$ cat config.mk
export PLATFORM = sky130hd
export DESIGN_NAME = grover_diffusion_seq
export DESIGN_NICKNAME = d
export VERILOG_FILES = /design/src/rtl/grover_pkg.sv /design/src/rtl/grover_reflect_sat.sv /design/src/rtl/grover_diffusion_seq.sv
export SDC_FILE = /design/constraint.sdc
export NUM_CORES = 1
export LEC_CHECK = 0
export ABC_AREA = 1
export CAP_MARGIN = 30
export CORE_UTILIZATION = 45
export CTS_CLUSTER_DIAMETER = 120
export DETAILED_ROUTE_END_ITERATION = 6
export PLACE_DENSITY = 0.69
export SYNTH_ARGS = -nofsm -noshare
export SYNTH_HDL_FRONTEND = slang
export SYNTH_SLANG_ARGS = --single-unit
$ cat constraint.sdc
create_clock -name clk -period 9.8 [get_ports clk]
set_clock_uncertainty 0.15 [all_clocks]
set_input_delay 0.98 -clock clk [delete_from_list [all_inputs] [get_ports clk]]
set_output_delay 0.98 -clock clk [all_outputs]
set_load 0.01 [all_outputs]
$ cat src/rtl/grover_pkg.sv
// Shared definitions for the Grover diffusion datapath: FSM states and Q1.22 amplitude constants.
package grover_pkg;

  typedef enum logic [2:0] {
    IDLE    = 3'd0,
    ACCUM   = 3'd1,
    MEAN    = 3'd2,
    REFLECT = 3'd3,
    DONE    = 3'd4
  } state_e;

  localparam int Q_BITS = 24;
  localparam logic signed [Q_BITS-1:0] Q_ONE = 24'sh400000;
  localparam logic signed [Q_BITS-1:0] Q_MAX = 24'sh7FFFFF;
  localparam logic signed [Q_BITS-1:0] Q_MIN = 24'sh800000;

endpackage

$ cat src/rtl/grover_reflect_sat.sv
// Inversion about the mean for one amplitude: y = sat(2*mean - x), purely combinational.
// Evaluated W+2 bits wide so neither the doubling nor the subtraction can wrap before clamping.
module grover_reflect_sat
  import grover_pkg::*;
#(
  parameter int W = 24
) (
  input  logic signed [W-1:0] mean,
  input  logic signed [W-1:0] x,
  output logic signed [W-1:0] y
);

  localparam logic signed [W-1:0] SAT_MAX = (W == Q_BITS) ? W'(Q_MAX) : {1'b0, {(W-1){1'b1}}};
  localparam logic signed [W-1:0] SAT_MIN = (W == Q_BITS) ? W'(Q_MIN) : {1'b1, {(W-1){1'b0}}};

  logic signed [W+1:0] mean_e;
  logic signed [W+1:0] x_e;
  logic signed [W+1:0] diff;
  logic signed [W+1:0] max_e;
  logic signed [W+1:0] min_e;

  always_comb begin
    mean_e = (W+2)'(mean);
    x_e    = (W+2)'(x);
    max_e  = (W+2)'(SAT_MAX);
    min_e  = (W+2)'(SAT_MIN);
    diff   = (mean_e <<< 1) - x_e;
    if (diff > max_e) begin
      y = SAT_MAX;
    end else if (diff < min_e) begin
      y = SAT_MIN;
    end else begin
      y = diff[W-1:0];
    end
  end

endmodule

$ cat src/rtl/grover_diffusion_seq.sv
// Sequential Grover diffusion: captures a state vector, averages it, then writes 2*mean - x[i] one entry per cycle.
// Latency: done pulses 2*num_sample+2 cycles after start is sampled; start is ignored while busy (no other backpressure).
module grover_diffusion_seq
  import grover_pkg::*;
#(
  parameter int num_bit        = 3,
  parameter int fixedpoint_bit = 24,
  parameter int num_sample     = 2**num_bit
) (
  input  logic                             clk,
  input  logic                             rst_n,
  input  logic                             start,
  input  logic signed [fixedpoint_bit-1:0] diffusion_in  [0:num_sample-1],
  output logic                             busy,
  output logic                             done,
  output logic signed [fixedpoint_bit-1:0] diffusion_out [0:num_sample-1]
);

  localparam int IW = (num_sample > 1) ? $clog2(num_sample) : 1;
  localparam int AW = fixedpoint_bit + num_bit;
  localparam logic [IW-1:0] LAST_IDX = IW'(num_sample - 1);

  state_e                           state_q, state_d;
  logic        [IW-1:0]             idx_q, idx_d;
  logic signed [AW-1:0]             acc_q, acc_d;
  logic signed [fixedpoint_bit-1:0] mean_q, mean_d;
  logic signed [fixedpoint_bit-1:0] buf_q [0:num_sample-1];
  logic signed [fixedpoint_bit-1:0] buf_d [0:num_sample-1];
  logic signed [fixedpoint_bit-1:0] out_q [0:num_sample-1];
  logic signed [fixedpoint_bit-1:0] out_d [0:num_sample-1];
  logic signed [fixedpoint_bit-1:0] refl_y;

  grover_reflect_sat #(
    .W (fixedpoint_bit)
  ) u_reflect_sat (
    .mean (mean_q),
    .x    (buf_q[idx_q]),
    .y    (refl_y)
  );

  always_comb begin
    state_d = state_q;
    idx_d   = idx_q;
    acc_d   = acc_q;
    mean_d  = mean_q;
    buf_d   = buf_q;
    out_d   = out_q;
    unique case (state_q)
      IDLE: begin
        if (start) begin
          buf_d   = diffusion_in;
          acc_d   = '0;
          idx_d   = '0;
          state_d = ACCUM;
        end
      end
      ACCUM: begin
        acc_d = acc_q + AW'(buf_q[idx_q]);
        if (idx_q == LAST_IDX) begin
          idx_d   = '0;
          state_d = MEAN;
        end else begin
          idx_d = idx_q + IW'(1);
        end
      end
      MEAN: begin
        // Arithmetic shift floors toward minus infinity, matching the fixed-point divide by num_sample.
        mean_d  = fixedpoint_bit'(acc_q >>> num_bit);
        idx_d   = '0;
        state_d = REFLECT;
      end
      REFLECT: begin
        out_d[idx_q] = refl_y;
        if (idx_q == LAST_IDX) begin
          idx_d   = '0;
          state_d = DONE;
        end else begin
          idx_d = idx_q + IW'(1);
        end
      end
      DONE: begin
        state_d = IDLE;
      end
      default: begin
        state_d = IDLE;
      end
    endcase
  end

  always_ff @(posedge clk or negedge rst_n) begin
    if (!rst_n) begin
      state_q <= IDLE;
      idx_q   <= '0;
      acc_q   <= '0;
      mean_q  <= '0;
      for (int i = 0; i < num_sample; i++) begin
        buf_q[i] <= '0;
        out_q[i] <= '0;
      end
    end else begin
      state_q <= state_d;
      idx_q   <= idx_d;
      acc_q   <= acc_d;
      mean_q  <= mean_d;
      buf_q   <= buf_d;
      out_q   <= out_d;
    end
  end

  assign busy          = (state_q != IDLE);
  assign done          = (state_q == DONE);
  assign diffusion_out = out_q;

endmodule

Yosys cells after proc, flatten, opt, wreduce, memory -nomap -nowiden --
Index checks and enable logic that the tools add are counted. Widths: inputs -> output; s select.
Word-level totals: input port bits 195, register bits after elaboration 441
Cells by class: bitwise operators 1, reductions and logical operators 10, magnitude comparators 4, eq/ne operators 8, add/subtract/negate cells 3, multiplexer cells 17
Operators with widths (count):
- $bwmux 192 | 1
- $mux 24 | 5
- $bmux 24 s3 | 1
- $demux 24 s3 | 1
- $pmux 27 s2 | 1
- $add 27x24->27 | 1
- $mux 27 | 1
- $gt 26x24->1 const B | 1
- $lt 26x24->1 const B | 1
- $sub 25x24->26 | 1
- $mux 3 | 5
- $pmux 3 s4 | 1
- $pmux 3 s3 | 1
- $eq 3x2->1 const B | 2
- $eq 3x3->1 const B | 2
- $ne 2x2->1 const B | 3
- $reduce_and 2->1 | 3
- $reduce_bool 3->1 | 2
- $ge 4x4->1 const B | 1
- $lt 4x1->1 const B | 1
- $not 3->4 | 1
- $add 3x1->3 const B | 1
- $eq 3x1->1 const B | 1
- $logic_not 3->1 | 1
- other kinds (4) | 4

Longest topological paths before layout --
depth in word-level cells 9, gate-level depth with buffers 26, depth with buffers taken out 23

Cells and area by module --
A second synthesis with hierarchy kept.
Second synthesis, totals: cells, all modules 2696, area total of the unflattened synthesis 21600.7 um^2
Modules (own cells, without submodules):
- grover_diffusion_seq | cells each 2282, times used 1, area an instance 19422.4 um^2, sequential area each 11035.6 um^2
- grover_reflect_sat | cells each 414, times used 1, area an instance 2178.3 um^2, sequential area each 0.0 um^2

Worst setup path after synthesis --
No wires, ideal clock.
path kind register to register, start reg idx_q[2], end reg out_q, in the netlist diffusion_out[114], library setup time 0.117 ns, buffers on the path 2, setup slack 5.984 ns, cell stages (with the launch flop) 25, period minus slack after synthesis 3.816 ns, arrival 3.549 ns, path through dfrtp_1 inv_1 nand3_1 inv_1 clkbuf_1 buf_1 a22o_1 inv_1 nand4_1 inv_1 fa_1 nand3_1 nand2_1 nand2_1 nand2_1 a21boi_0 o21ai_0 nand2_1 nand3b_1 nand2_1 inv_1 nand2_1 nand2_8 nand2_1 nand2_1
Between the ends: cells in the longest elaborated chain, start to end 9
Ends and longest elaborated chain:
- start, declared | RTL line grover_diffusion_seq.sv:24 | logic [IW-1:0] idx_q, idx_d;
- start signal, assigned | RTL line grover_diffusion_seq.sv:102 | idx_q <= idx_d;
- $not 3->4 (implied by the code) (*) | RTL line grover_diffusion_seq.sv:37, grover_diffusion_seq.sv:73
- $bmux 24 s3 | RTL line grover_diffusion_seq.sv:37 | .x (buf_q[idx_q]),
- $mux 24 (implied by the code) (2 in a row) | RTL line grover_diffusion_seq.sv:37
- $sub 25x24->26 | RTL line grover_reflect_sat.sv:27 | diff = (mean_e <<< 1) - x_e;
- $lt 26x24->1 | RTL line grover_reflect_sat.sv:30 | end else if (diff < min_e) begin
- $mux 24 | RTL line grover_reflect_sat.sv:30
- $mux 24 | RTL line grover_reflect_sat.sv:28 | if (diff > max_e) begin
- $bwmux 192 (*) | RTL line grover_diffusion_seq.sv:73 | out_d[idx_q] = refl_y;
- end signal, assigned | RTL line grover_diffusion_seq.sv:106 | out_q <= out_d;
- end, declared | RTL line grover_diffusion_seq.sv:29 | logic signed [fixedpoint_bit-1:0] out_q [0:num_sample-1];
Mark *: on every way between the ends. The rest lies on a longest branch, timed or not. The select of a mux whose other input is x is not followed. A chain may end at the register's enable or synchronous reset.

Worst setup path after layout --
start reg idx_q[0], end reg out_q, in the netlist diffusion_out[140]
The elaborated chain is that of the path after synthesis.

==> reports/results.txt <==
status: complete, no violations
post-synth net total: 2817
most common cell in the synthesized netlist: nand2_1
RSZ-0062 raised after global routing: no
Setup Buffers After CTS: 0
clk_lat worst skew: 580 ps
dpl cells: 3480
Total Die Area: 47470 sq um
Clock H-tree levels: 2
ratio of final minimum period to clock period: 0.5813
Worst R2R Start: idx_q[0]
setup slack at placement: 4173 ps
clk slew on worst S/H paths: 60 ps
Clock Path Buffers: 3
slew at the pin closest to its max-slew limit: 1146 ps
grt ovf: 0
IO Pins: 389
Post-Synth Adder-Cell Area: 0.03353
setup_tns: 0 ps
count of different cell masters after synthesis: 43
first-pass GRT wire length: 106300 um
post-synthesis register bit count: 441
Max Slew Vio Count: 0
Post-Synth XOR/XNOR Area: 0.01211
Critical Path Start Type: register
Filler cells: 4070
max cap viols: 0
crit path kind: reg -> reg
Starting Density: 0.4591
row count: 78
Max Fclk: 0.1755 GHz
Syn-to-layout area delta: 29.55%
dpl hpwl: 50220 um
number of port buffers: 388
fin worst setup slack: 4103 ps
final cell count without fillers: 3572
Hold Buf Count CTS: 0
Post-Route Utilization: 0.5948
multiplexer area fraction after synthesis: 0.001074
layout cells sized above 1: 0.05022
final wirelength: 68520 um
reg-to-reg endpoint: diffusion_out[140]
Die W: 217.9 um
Hold Crit Class: in -> async
First-pass DRT Iterations: 5
cell count of the worst reg-to-reg path: 19
Synth top area share: 0.5263
Avg Cell Area, Syn: 8.169 sq um
complex-gate fraction of the synthesized area: 0.09416
largest net degree at the start of global routing: 103
Total GRT Usage: 0.2923
post-synthesis cell count: 2567
dominant cells by area after synthesis: dfrtp_1, nand2_1, inv_1, ha_1, o21ai_0
TritonCTS clock tree: done
min Tclk post-route: 5697 ps
Post-Syn Area: 20970 sq um
Vias/cell: 5.311
Routed Antenna Nets: 0
CTS resizes: 0
Post-synth top cells: nand2_1, dfrtp_1, inv_1
worst-path fanout max: 30
yosys warns: 0
R2R Setup Slk: 4100 ps
CTS root buffer: clkbuf_16
post-synthesis sequential area ratio: 0.5263
Top FF cell, synth: dfrtp_1
initial antenna violation count: 6
max_slew headroom: 0.2360
main combinational cell family by area after synthesis: simple AND/OR/NAND/NOR gates
WP data required: 10160 ps
GP Congestion: 0.8722
layout net count: 3182
Synth area leader: dfrtp_1
die height: 217.9 um
vias: 18972
core box area: 45670 sq um
CP endpoint kind: register
vias in the first global route: 18639
Async SR Flop Fraction: 1.000
simple-gate area share of the yosys netlist: 0.2789
TritonCTS buffer count: 47
Iter 0 DRT Violations: 1649
drt drc: 0
Sink Count: 441
final setup vio count: 0
Post-synth EDFFs: 0
crit path DAT: 6060 ps
Final Hold Fails: 0
DR WL/cell: 19.18 um
-- how the worst max path moves through the flow --
stage / slack, ps / startpoint / end / cells after the start
final: 4100 / idx_q[0] / diffusion_out[140] / 19
after global routing: 3620 / idx_q[0] / diffusion_out[39] / 22
after CTS: 4150 / idx_q[0] / diffusion_out[140] / 21
after detailed placement: 4170 / idx_q[0] / diffusion_out[140] / 21
after global placement: 4190 / idx_q[0] / diffusion_out[33] / 19
after floorplan: 5980 / idx_q[2] / diffusion_out[114] / 24
-- sequential cells by signal (all words and copies together) (netlist names) --
signal         cells
diffusion_out    192
state_q            3
acc_q             27
idx_q              3
mean_q            24
buf_q            192
-- final cells by class --
cell class | instances | area, sq um | share of cell area
clock buffers | 66 | 1338 | 0.04924
clock inverters | 18 | 227.7 | 0.008383
well taps | 600 | 750.7 | 0.02764
diodes | 5 | 12.51 | 0.0004606
inverters | 187 | 706.9 | 0.02602
repair buffers | 416 | 4259 | 0.1568
multi-input cells | 1839 | 8835 | 0.3252
flip-flops and latches | 441 | 11040 | 0.4062
-- cell usage in the layout, fill, tap and decap left out, types with 30 or more instances in the layout --
cell type	instances
clkdlybuf4s50_1	387
ha_1	53
a22o_1	30
a221oi_1	32
clkbuf_16	47
dfrtp_1	441
o21ai_0	127
nor2_1	56
nand2_1	1268
nand3_1	35
inv_1	181
a21oi_1	74
-- per-stage QoR --
step	instance area (sq um)	hold slack [ps]
floorplan	20970	291.9
global placement	25360	304.4
detailed placement	25500	308.3
CTS	27070	300.3
global route	27160	299.1
finish	27160	259.8
-- worst max-delay path, stage by stage (launching register included) --
cell      delay, ps
dfrtp_1         560
nand2_1         390
clkinv_1        640
a221oi_1        870
nand2_1         250
inv_1           110
ha_1            270
nand3_1         100
nand2_1         130
nand2_1          90
nand2_1         110
nand3_1         110
nand3_1         110
xor2_1          210
nand3_1         110
nand2_1         720
nand2_1         320
nand2_8         190
nand2_1          80
nand2_1         100
-- kinds of logic after synthesis --
kind of cell / after synthesis
AOI/OAI and AO/OA: 324
xor gates and xnor gates: 29
adders and majority gates: 55
buffers and inverters: 287
DFF: 441
muxes: 2
and+or+nand+nor: 1429
-- layer usage --
layer / GRT usage / up-vias / wire [um]
met2: 0.4737 / 779 / 32280
met1: 0.3827 / 9180 / 28270
met3: 0.05690 / 125 / 5151
li1: - / 8886 / -
met5: 0 / - / 13
met4: 0.1231 / 2 / 2802
Power is not shown: default switching activity piles up to over one toggle a cycle in this logic, so the estimate is an artifact.
